### config.mk
export PLATFORM = sky130hd
export DESIGN_NAME = fifo_wr_arbiter
export DESIGN_NICKNAME = d
export VERILOG_FILES = /design/src/rtl/fifo_wr_arbiter.sv
export SDC_FILE = /design/constraint.sdc
export NUM_CORES = 1
export LEC_CHECK = 0
export CAP_MARGIN = 20
export CELL_PAD_IN_SITES_DETAIL_PLACEMENT = 0
export CELL_PAD_IN_SITES_GLOBAL_PLACEMENT = 1
export CORE_AREA = 3 3 64 66
export CTS_CLUSTER_DIAMETER = 50
export CTS_CLUSTER_SIZE = 28
export DETAILED_ROUTE_END_ITERATION = 6
export DIE_AREA = 0 0 67 69
export PLACE_DENSITY = 0.78
export SYNTH_ARGS = -nofsm -noshare
export SYNTH_HDL_FRONTEND = slang
export SYNTH_SLANG_ARGS = --single-unit
### constraint.sdc
create_clock -name CLK -period 7 [get_ports CLK]
set_input_delay 1.4 -clock CLK [delete_from_list [all_inputs] [get_ports CLK]]
set_output_delay 1.4 -clock CLK [all_outputs]
set_load 0.01 [all_outputs]
### src/rtl/fifo_wr_arbiter.sv
// Round-robin arbiter sharing one FIFO_SYNC write port among N requesters.
// An owner keeps the port for up to BURST consecutive grants before the pointer rotates.
module fifo_wr_arbiter #(
   parameter int N     = 4,
   parameter int WIDTH = 8,
   parameter int BURST = 4,
   localparam int IDW  = (N > 1) ? $clog2(N) : 1
) (
   input  logic                  CLK,
   input  logic                  RESET,
   input  logic [N-1:0]          REQ,
   input  logic [N*WIDTH-1:0]    WDATA,
   output logic [N-1:0]          GNT,
   input  logic                  FIFO_FULL,
   output logic                  FIFO_WRITE,
   output logic [IDW+WIDTH-1:0]  FIFO_WDATA,
   output logic [IDW-1:0]        OWNER
);

   localparam int CW = $clog2(BURST + 1);
   localparam logic [CW-1:0] BURST_C = CW'(BURST);

   localparam logic [0:0] IDLE = 1'b0;
   localparam logic [0:0] OWN  = 1'b1;

   logic [0:0]     state_reg, state_next;
   logic [IDW-1:0] ptr_reg, ptr_next;
   logic [IDW-1:0] owner_reg, owner_next;
   logic [CW-1:0]  cnt_reg, cnt_next;

   logic [WIDTH-1:0] slice [N];
   logic [IDW-1:0]   rot [N];
   logic [N-1:0]     req_rot;
   logic [IDW-1:0]   base;
   logic [IDW-1:0]   owner_inc;
   logic [IDW-1:0]   win;
   logic [IDW-1:0]   win_inc;
   logic             found;
   logic             grant;
   logic [IDW-1:0]   gnt_idx;
   logic [CW-1:0]    cnt_inc;

   assign owner_inc = (owner_reg == IDW'(N - 1)) ? '0 : owner_reg + 1'b1;
   assign win_inc   = (win == IDW'(N - 1)) ? '0 : win + 1'b1;
   assign cnt_inc   = cnt_reg + 1'b1;

   // A dropped owner hands the scan to the next index in the same cycle (no bubble).
   assign base = (state_reg == OWN) ? owner_inc : ptr_reg;

   generate
      for (genvar gi = 0; gi < N; gi++) begin : g_req
         logic [IDW:0] sum;
         assign slice[gi]   = WDATA[gi*WIDTH +: WIDTH];
         assign sum         = {1'b0, base} + (IDW+1)'(gi);
         assign rot[gi]     = (sum >= (IDW+1)'(N)) ? IDW'(sum - (IDW+1)'(N)) : sum[IDW-1:0];
         assign req_rot[gi] = REQ[rot[gi]];
      end
   endgenerate

   always_comb begin
      found = 1'b0;
      win   = '0;
      for (int k = N - 1; k >= 0; k--) begin
         if (req_rot[k]) begin
            found = 1'b1;
            win   = rot[k];
         end
      end
   end

   always_comb begin
      state_next = state_reg;
      ptr_next   = ptr_reg;
      owner_next = owner_reg;
      cnt_next   = cnt_reg;
      grant      = 1'b0;
      gnt_idx    = '0;
      if (state_reg == OWN && REQ[owner_reg]) begin
         // Owner still requesting: grant unless full; a full FIFO simply stalls the burst.
         if (!FIFO_FULL) begin
            grant    = 1'b1;
            gnt_idx  = owner_reg;
            cnt_next = cnt_inc;
            if (cnt_inc == BURST_C) begin
               state_next = IDLE;
               ptr_next   = owner_inc;
            end
         end
      end else begin
         if (state_reg == OWN) begin
            state_next = IDLE;
            ptr_next   = owner_inc;
         end
         if (found && !FIFO_FULL) begin
            grant      = 1'b1;
            gnt_idx    = win;
            owner_next = win;
            cnt_next   = CW'(1);
            if (BURST == 1) begin
               state_next = IDLE;
               ptr_next   = win_inc;
            end else begin
               state_next = OWN;
            end
         end
      end
   end

   always_comb begin
      GNT = '0;
      for (int k = 0; k < N; k++) begin
         GNT[k] = grant && (gnt_idx == IDW'(k));
      end
   end

   assign FIFO_WRITE = grant;
   assign FIFO_WDATA = grant ? {gnt_idx, slice[gnt_idx]} : '0;
   assign OWNER      = owner_reg;

   always_ff @(posedge CLK or posedge RESET) begin
      if (RESET) begin
         state_reg <= IDLE;
         ptr_reg   <= '0;
         owner_reg <= '0;
         cnt_reg   <= '0;
      end else begin
         state_reg <= state_next;
         ptr_reg   <= ptr_next;
         owner_reg <= owner_next;
         cnt_reg   <= cnt_next;
      end
   end

endmodule

==> flow_summary.yaml <==
run_status:
  outcome: "completed"
worst_setup_path:
  worstSetupEndpointType: "primary output"
  timing.critical_path.arrival_ns: 4.16
  critical_path.max_fanout: 12
  criticalPathCategory: "primary input to primary output"
  startpoint_types: "primary input"
  timing.critical_path.required_ns: 5.60
  r2r_setup_slk_ns: 4.99
  reg2reg_from: "OWNER[0]"
  worst-r2r-cell-count: 6
  critical_path.reg2reg.endpoint: "OWNER[0]"
run:
  cap_violations: 0
clocking:
  tritoncts_num_sinks: 8
  cts-root-to-sink-buffers: 2
  post_cts_resize_count: 0
  clk_root_buffer_cell: "sky130_fd_sc_hd__clkbuf_8"
  cts_setup_buffers: 0
  cts_htree_levels: 1
  numCtsBuffers: 3
  cts_tree: "yes"
  clock_latency_ns: 0.23
  clkSlewWorstSetupHoldPaths_ns: 0.04
  post_cts_hold_buffer_count: 0
power:
  power_per_standard_cell_area_nw_per_um2: 331
  cellLeakagePower_nw: 0.601
  p_int_uw: 287
  pwr-share-clk: 0.115
  p_sw_uw: 211
  power_share_of_the_combinational_group: 0.695
  power.share.sequential: 0.190
  switching_power_share_of_the_total: 0.424
  power.ir.vdd_worst_mv: 0.0963
placed_design:
  gp_congestion: 0.772
  placed_instances: 205
  placement.cell_area_um2: 1460
  dp_hpwl_mm: 2.45
  port_buffers: 55
routing:
  antenna_left: 0
  num_vias: 972
  routedWlPerCell_um: 14.1
  count_of_unresolved_drc_violations_after_routing: 0
  vias_per_inst: 4.67
  wl_mm: 2.94
  dr.pass1.iters: 4
  drt_first_iter_violations: 81
die:
  initial_core_utilization: 0.247
  core_area_um2: 3630
  dieWidth_um: 67
  height_of_the_die_um: 69
  top_level_ports: 56
  num_rows: 22
  area_of_the_die_um2: 4620
sta:
  hold_ws_ns: 0.507
  fin_crit_sh: 0.795
  rsz_0062_raised_after_global_routing: "no"
  max_clock_skew_ns: 0.00155
  max_freq_ghz: 0.180
  hold_viol: 0
  finalWorstPathRequiredPeriod_ns: 5.56
  finalSetupTns_ns: 0
  worst_pin_slew_ns: 0.454
  worst_slew_margin_rel: 0.689
  setup_violations: 0
  slew_viol_final: 0
synthesis:
  synth_top_cell_by_area: "sky130_fd_sc_hd__dfrtp_1"
  synth-seq-cells: 8
  synth-edff-count: 0
  postSynthAreaPerCell_um2: 8.56
  async_reset_ff_frac: 1.00
  yosysWarnings: 0
  synth_sequential_area_ratio: 0.223
  syn-num-nets: 147
  synthTopCellsByArea: "sky130_fd_sc_hd__dfrtp_1 22%, sky130_fd_sc_hd__mux2i_1 20%, sky130_fd_sc_hd__o22ai_1 6.3%"
  ys.flop_type: "sky130_fd_sc_hd__dfrtp_1"
  synth.cell_area_um2: 898
  synth_cells: 105
  synth_largest_type_area_fraction: 0.223
  synth.lib_cells_used.distinct: 34
global_routing:
  global_route.peak_usage_layer: "met2"
  met1_usage: 0.163
  globalRouteMet2Util: 0.236
  initial_antenna_violation_count: 0
  grtUsageMet3: 0.0342
  via_count_of_the_first_global_routing_pass: 992
  grt_start_max_net_pins: 20
  global_route_wire_length_before_repair_mm: 4.84
  global_route.usage.total: 0.134
  gr-total-overflow: 0
final_layout:
  antenna_cells: 0
  flip_flop_count_of_the_largest_register_all_copies_and_words_added: 3
  commonest_cells_after_routing_fill_and_taps_aside: "55 x sky130_fd_sc_hd__clkdlybuf4s50_1, 18 x sky130_fd_sc_hd__mux2i_1, 9 x sky130_fd_sc_hd__nor2_1, 9 x sky130_fd_sc_hd__o22ai_1"
  layout.cells.non_filler: 208
  drive_above_1_share: 0.0750
  area.growth.synth_to_final_pct: 67.4
  leading_cell_type_in_the_layout_fill_and_taps_excluded: "sky130_fd_sc_hd__clkdlybuf4s50_1"
  finish.instance_area_um2: 1500
  finish.net_count: 204
worst_hold_path:
  hold_path_depth: 1
  timing.hold.worst.class: "flip-flop to flip-flop"
  hold_end: "cnt_reg[2]"
  timing.hold.worst.start: "cnt_reg[2]"
==> layer usage <==
metal | share of wire | wire, um | up-vias
met5 | 0 | 0 | -
met4 | 0.0068 | 20 | 0
met3 | 0.041 | 119 | 2
met2 | 0.53 | 1570 | 18
met1 | 0.42 | 1230 | 453
li1 | - | - | 499
==> kinds of logic after synthesis <==
| kind of cell | synth area share |
|---|---|
| compound gates | 0.235 |
| simple gates | 0.171 |
| mux | 0.230 |
| buf+inv | 0.0891 |
| flops | 0.223 |
| fa+ha+maj | 0.0418 |
| xor+xnor | 0.00975 |
==> synthesized netlist by cell type, types with 2 or more instances <==
cell                       number
sky130_fd_sc_hd__ha_1           3
sky130_fd_sc_hd__o22ai_1        9
sky130_fd_sc_hd__a21oi_1        7
sky130_fd_sc_hd__buf_6          3
sky130_fd_sc_hd__mux2i_1       18
sky130_fd_sc_hd__nand2_1        8
sky130_fd_sc_hd__nor2b_1        2
sky130_fd_sc_hd__dfrtp_1        8
sky130_fd_sc_hd__nand2b_1       3
sky130_fd_sc_hd__or2_2          2
sky130_fd_sc_hd__inv_1          7
sky130_fd_sc_hd__o21ai_0        5
sky130_fd_sc_hd__nor2_1         9
==> power by group through the flow <==
stage	logic [mW]	registers, mW	clock network (mW)
CTS	0.349	0.0944	0.0585
finish	0.346	0.0949	0.0571
global route	0.380	0.0995	0.0604
global placement	0.342	0.0935	0
detailed placement	0.348	0.0951	0
floorplan	0.235	0.0879	0
==> worst max path at each step <==
| stage | startpoint | to | slack [ns] | cells after the start |
|---|---|---|---|---|
| floorplan | REQ[1] | FIFO_WDATA[0] | 2.67 | 6 |
| global placement | REQ[3] | FIFO_WDATA[4] | 1.54 | 8 |
| detailed placement | REQ[3] | FIFO_WDATA[2] | 1.45 | 8 |
| CTS | REQ[3] | FIFO_WDATA[0] | 1.45 | 8 |
| global route | REQ[3] | FIFO_WDATA[4] | 1.31 | 8 |
| finish | REQ[3] | FIFO_WDATA[0] | 1.44 | 8 |
==> metrics by stage <==
| step | worst slack (ns) | utilization | power, mW |
|---|---|---|---|
| 2_1_floorplan | 2.67 | - | 0.323 |
| 3_3_place_gp | 1.54 | 0.403 | 0.436 |
| 3_5_place_dp | 1.45 | 0.403 | 0.443 |
| 4_1_cts | 1.45 | 0.414 | 0.502 |
| 5_1_grt | 1.31 | 0.414 | 0.540 |
| 6_report | 1.44 | 0.414 | 0.498 |
==> cell type report <==
type                    count  area, um2
clock buffers               3       41.3
multi-input cells          86        618
repair buffers             56        558
fillers                   387       2130
flip-flops and latches      8        200
well taps                  48       60.1
inverters                   7       26.3
==> worst max-delay path, cell delays in order <==
cell and delay (ns):
sky130_fd_sc_hd__clkdlybuf4s50_1 0.58, sky130_fd_sc_hd__nor4_1 0.09, sky130_fd_sc_hd__or2_2 0.31, sky130_fd_sc_hd__a311o_1 0.38, sky130_fd_sc_hd__o32a_1 0.54, sky130_fd_sc_hd__nand2_2 0.25
sky130_fd_sc_hd__o22ai_1 0.12, sky130_fd_sc_hd__clkdlybuf4s50_1 0.50
No activity file was read; power rests on OpenSTA's default activity.
